## src/rtl/gpio_padctl.sv

```systemverilog
// gpio_padctl: core-side controller for the bidirectional padring pads.
// APB slave with output data, per-pad control words, synchronised input
// sampling, edge detection and a level interrupt. gpio bit n maps to pad n+3.
module gpio_padctl #(
  parameter int                   NUM_GPIO  = 16,
  parameter int                   PAD_CTL_W = 9,
  parameter logic [PAD_CTL_W-1:0] CTL_RST   = 9'h003
) (
  input  logic                          clk,
  input  logic                          rst_n,
  input  logic                          psel,
  input  logic                          penable,
  input  logic                          pwrite,
  input  logic [11:0]                   paddr,
  input  logic [31:0]                   pwdata,
  output logic [31:0]                   prdata,
  output logic                          pready,
  output logic                          pslverr,
  output logic [NUM_GPIO-1:0]           gpio_out,
  output logic [NUM_GPIO*PAD_CTL_W-1:0] gpio_ctl,
  input  logic [NUM_GPIO-1:0]           gpio_in,
  output logic                          irq
);

  localparam logic [9:0] A_DOUT  = 10'h000;
  localparam logic [9:0] A_DIN   = 10'h001;
  localparam logic [9:0] A_IE    = 10'h002;
  localparam logic [9:0] A_RISE  = 10'h003;
  localparam logic [9:0] A_FALL  = 10'h004;
  localparam logic [9:0] A_ISTAT = 10'h005;
  localparam logic [9:0] A_SET   = 10'h006;
  localparam logic [9:0] A_CLR   = 10'h007;

  logic [NUM_GPIO-1:0]  dout, ie, rise_en, fall_en, istat;
  logic [NUM_GPIO-1:0]  s1, s2, p;
  logic [NUM_GPIO-1:0]  rise, fall, w1c, wd;
  logic [PAD_CTL_W-1:0] ctl [NUM_GPIO];

  logic [9:0] widx;
  logic [5:0] cidx;
  logic       reg_hit, ctl_hit, access, wr, rd;
  logic [31:0] rdata;

  assign widx    = paddr[11:2];
  assign cidx    = paddr[7:2];
  assign reg_hit = (widx < 10'd8);
  assign ctl_hit = (paddr[11:8] == 4'h1) && ({26'd0, cidx} < 32'(NUM_GPIO));
  assign access  = psel & penable;
  assign wr      = access & pwrite;
  assign rd      = access & ~pwrite;
  assign wd      = pwdata[NUM_GPIO-1:0];

  assign pready   = 1'b1;
  assign pslverr  = access & ~(reg_hit | ctl_hit);
  assign prdata   = rdata;
  assign gpio_out = dout;

  assign rise = s2 & ~p;
  assign fall = ~s2 & p;
  assign w1c  = (wr && widx == A_ISTAT) ? wd : '0;

  // Software-writable registers: data out, enables and pad control words.
  always_ff @(posedge clk or negedge rst_n) begin
    if (!rst_n) begin
      dout    <= '0;
      ie      <= '0;
      rise_en <= '0;
      fall_en <= '0;
      for (int unsigned n = 0; n < NUM_GPIO; n++) ctl[n] <= CTL_RST;
    end else if (wr) begin
      if (reg_hit) begin
        case (widx)
          A_DOUT:  dout    <= wd;
          A_IE:    ie      <= wd;
          A_RISE:  rise_en <= wd;
          A_FALL:  fall_en <= wd;
          A_SET:   dout    <= dout | wd;
          A_CLR:   dout    <= dout & ~wd;
          default: ;
        endcase
      end
      for (int unsigned n = 0; n < NUM_GPIO; n++) begin
        if (ctl_hit && cidx == n[5:0]) ctl[n] <= pwdata[PAD_CTL_W-1:0];
      end
    end
  end

  // Two-flop synchroniser plus one history flop for edge detection.
  always_ff @(posedge clk or negedge rst_n) begin
    if (!rst_n) begin
      s1 <= '0;
      s2 <= '0;
      p  <= '0;
    end else begin
      s1 <= gpio_in;
      s2 <= s1;
      p  <= s2;
    end
  end

  // Sticky edge status (a new edge beats a same-cycle clear) and registered irq.
  always_ff @(posedge clk or negedge rst_n) begin
    if (!rst_n) begin
      istat <= '0;
      irq   <= 1'b0;
    end else begin
      istat <= (istat & ~w1c) | (rise & rise_en) | (fall & fall_en);
      irq   <= |(istat & ie);
    end
  end

  // Access-phase read mux; everything else reads zero.
  always_comb begin
    rdata = '0;
    if (rd) begin
      if (reg_hit) begin
        case (widx)
          A_DOUT:  rdata[NUM_GPIO-1:0] = dout;
          A_DIN:   rdata[NUM_GPIO-1:0] = s2;
          A_IE:    rdata[NUM_GPIO-1:0] = ie;
          A_RISE:  rdata[NUM_GPIO-1:0] = rise_en;
          A_FALL:  rdata[NUM_GPIO-1:0] = fall_en;
          A_ISTAT: rdata[NUM_GPIO-1:0] = istat;
          default: rdata = '0;
        endcase
      end else if (ctl_hit) begin
        for (int unsigned n = 0; n < NUM_GPIO; n++) begin
          if (cidx == n[5:0]) rdata[PAD_CTL_W-1:0] = ctl[n];
        end
      end
    end
  end

  // Flatten the control words onto the padring bus.
  always_comb begin
    gpio_ctl = '0;
    for (int unsigned n = 0; n < NUM_GPIO; n++) begin
      gpio_ctl[n*PAD_CTL_W +: PAD_CTL_W] = ctl[n];
    end
  end

endmodule

```

## config.mk

```make
export PLATFORM = sky130hd
export DESIGN_NAME = gpio_padctl
export DESIGN_NICKNAME = d
export VERILOG_FILES = /design/src/rtl/gpio_padctl.sv
export SDC_FILE = /design/constraint.sdc
export NUM_CORES = 1
export LEC_CHECK = 0
export ABC_AREA = 1
export CAP_MARGIN = 20
export CORE_UTILIZATION = 55
export CTS_BUF_LIST = sky130_fd_sc_hd__clkbuf_4
export CTS_CLUSTER_DIAMETER = 120
export DETAILED_ROUTE_END_ITERATION = 7
export PLACE_DENSITY = 0.95
export SETUP_SLACK_MARGIN = 0.05
export SLEW_MARGIN = 20
export SYNTH_ARGS = -nofsm -noshare
export SYNTH_HDL_FRONTEND = slang
export SYNTH_SLANG_ARGS = --single-unit
```

## constraint.sdc

```tcl
create_clock -name clk -period 6.2 [get_ports clk]
set_clock_uncertainty 0.1 [all_clocks]
set_input_delay 1.55 -clock clk [delete_from_list [all_inputs] [get_ports clk]]
set_output_delay 1.55 -clock clk [all_outputs]
set_load 0.03 [all_outputs]
```

==> flow_summary.ini <==
[timing]
fmax_mhz = 166.7
finalSetupViolations = 0
rsz0062_at_grt = no
period_minus_slack_ns = 5.998
slew_headroom_pct = 34.34
finalMaxSlewViolations = 0
final-hold-violation-count = 0
fin_setup_tns_ns = 0
worst_slack_ns = 0.2016
fin_crit_sh_pct = 96.75
worst_pin_slew_ns = 0.9838

[finish]
area_growth_syn_to_layout_pct = 29.14
n_fill_cell = 1438
drive_gt1_share_pct = 14.04
nets = 1719
mostFrequentLayoutCells = 425 x nand2_1, 241 x dfrtp_1, 232 x o21ai_0
final_util_pct = 73.21
final_area_um2 = 15580
layout_commonest_cell = nand2_1

[die]
die_w_um = 150.1
core_um2 = 21290
rows = 53
die_h_um = 150.1
start_util_pct = 56.69
die-area_um2 = 22540
io_pins = 260

[synth]
postSynthAreaPerCell_um2 = 8.669
netlist_area_um2 = 12070
ys_seq_elements = 273
yosys.area.top_type_share_pct = 49.97
synth_area_leaders = dfrtp_1 50%, nand2_1 13%, o21ai_0 9.6%
syn_inst = 1392
synth.distinct_cells = 39
yosysWarnings = 0
yosys.area.top_type = dfrtp_1
yosysSeqAreaShare_pct = 56.94

[clock_tree]
cts_tree = built
clk_pin_slew_ns = 0.07
root_buffer = clkbuf_4
worstSkewPairLatency_ns = 0.68
cts_max_level = 3
cts_buffers = 70
cts.sinks = 273
ctsHoldBuffers = 0
clock_path_buffers = 3

[global_route]
grt_pass1_wl_mm = 59.69
grt_usage_pct = 34.77
gr-total-overflow = 0
grt_antenna_before_repair = 4
grt_max_degree = 153
grt_pass1_vias = 11452

[hold_path]
hp-class = register to register
min_delay_path_depth = 0

[worst_setup_path]
worstSetupPathType = input pin to output pin
required_ns = 4.55
cp.arrival_ns = 4.35
startpoint_type = input pin
path_max_fanout = 9
end_kind = output pin
worstRegToRegCells = 4

[placed_design]
dpl_worst_slack_ns = 0.2588
port_buffers = 224
dpl_cell_area_um2 = 14570
dp_hpwl_mm = 25.53
globalplace.congestion = 0.9388

[drt]
routed-via-count = 11840
drt_iter0_drc = 1511
wl_per_cell_um = 19.35
drc = 0
ant_nets = 0
wl_mm = 38.50
drt_pass1_iterations = 8
routed_via_density = 5.953

[outcome]
status = finished clean

[power_and_ir_drop]
p_leak_nw = 6.762
powerDensity_nw_per_um2 = 230.4
ir_drop_uv = 129.8

[flow_run]
timing.max_cap.violations = 0
power by group:
part | total [W] | switching [W] | leakage (nW) | internal [W]
Combinational | 0.000160 | 0.000119 | 2.77 | 0.0000405
Sequential | 0.00181 | 0.0000133 | 3.42 | 0.00180
Clock | 0.00162 | 0.000750 | 0.569 | 0.000868
state kept, by name, summed over array words and instances (netlist names):
name and flops:
gpio_out 16, rise_en 16, s1 16, ie 16
p 16, istat 16, irq 1, s2 16
gpio_ctl 144, fall_en 16
path summary, 6_finish.rpt:
check,from,to,slack [ns]
setup / recovery,paddr[2],prdata[15],0.20
hold / removal,s1[4],s2[4],0.24
setup reg to reg,ie[10],irq,4.61
hold reg to reg,s1[4],s2[4],0.24
max in group asynchronous,rst_n,gpio_ctl[130],3.87
min in group asynchronous,rst_n,gpio_ctl[24],0.80
area by class of cell:
| cell class | count | area (µm²) | area share [%] |
|---|---|---|---|
| multi-input combinational | 943 | 4443 | 28.51 |
| antenna | 4 | 10.01 | 0.06423 |
| sequential | 273 | 6872 | 44.09 |
| tap | 275 | 344.1 | 2.208 |
| timing repair buffer | 247 | 2537 | 16.28 |
| clock buffer | 113 | 848.3 | 5.443 |
| clock inverter | 15 | 83.83 | 0.5379 |
| inverter | 119 | 446.7 | 2.866 |
layer usage:
layer,share of wire [%],global-route usage [%],vias to the layer above
li1,-,-,5141
met1,36,44.18,5613
met2,46,53.91,911
met3,12,8.303,175
met4,5.5,21.67,0
met5,0,0,-
critical path: stages:
cell	delay [ns]
clkdlybuf4s50_1	0.54
inv_1	0.09
nor2_2	0.18
nand2_2	0.19
nor2_4	0.31
inv_1	0.07
nor2_1	0.09
buf_4	0.17
a22oi_1	0.08
o211ai_1	0.11
a221oi_1	0.07
nor2_1	0.19
clkdlybuf4s50_1	0.70
metrics by stage:
| step | power, W | std cells | hold slack (ns) |
|---|---|---|---|
| finish | 0.003591 | 1989 | 0.2414 |
| global placement | 0.001996 | 1850 | 0.2349 |
| global route | 0.003717 | 1989 | 0.2541 |
| detailed placement | 0.002001 | 1850 | 0.2347 |
| CTS | 0.003600 | 1978 | 0.2494 |
| floorplan | 0.001910 | 1407 | 0.2312 |
synth_stat cells, drive strengths merged:
cell,number
a2111oi,1
a21oi,41
a221oi,7
a22oi,5
a31oi,2
a41oi,1
buf,27
clkbuf,45
clkinv,3
conb,2
dfrtp,241
dfstp,32
inv,116
nand2,444
nand3,30
nand3b,2
nand4,27
nor2,72
nor3,3
nor3b,1
nor4,1
o2111ai,9
o211ai,14
o21ai,234
o21bai,2
o221ai,6
o22ai,19
or2,5
kinds of logic (layout without fill, tap and decap cells):
kind of cell / Yosys count / after routing / share of synthesized area, %
AOI/OAI and AO/OA: 341 / 341 / 15.61
buffers and inverters: 191 / 494 / 6.750
DFF: 273 / 273 / 56.94
other: 2 / 21 / 0.06223
and+or+nand+nor: 585 / 585 / 20.63
what timing repair did:
item / CTS / global route
setup buffers: 0 / 5
gates resized for setup: 0 / 1
endpoints found under the setup margin: 0 / 6
hold endpoints to repair: 0 / 0
Power figures use the tool's default switching activity.
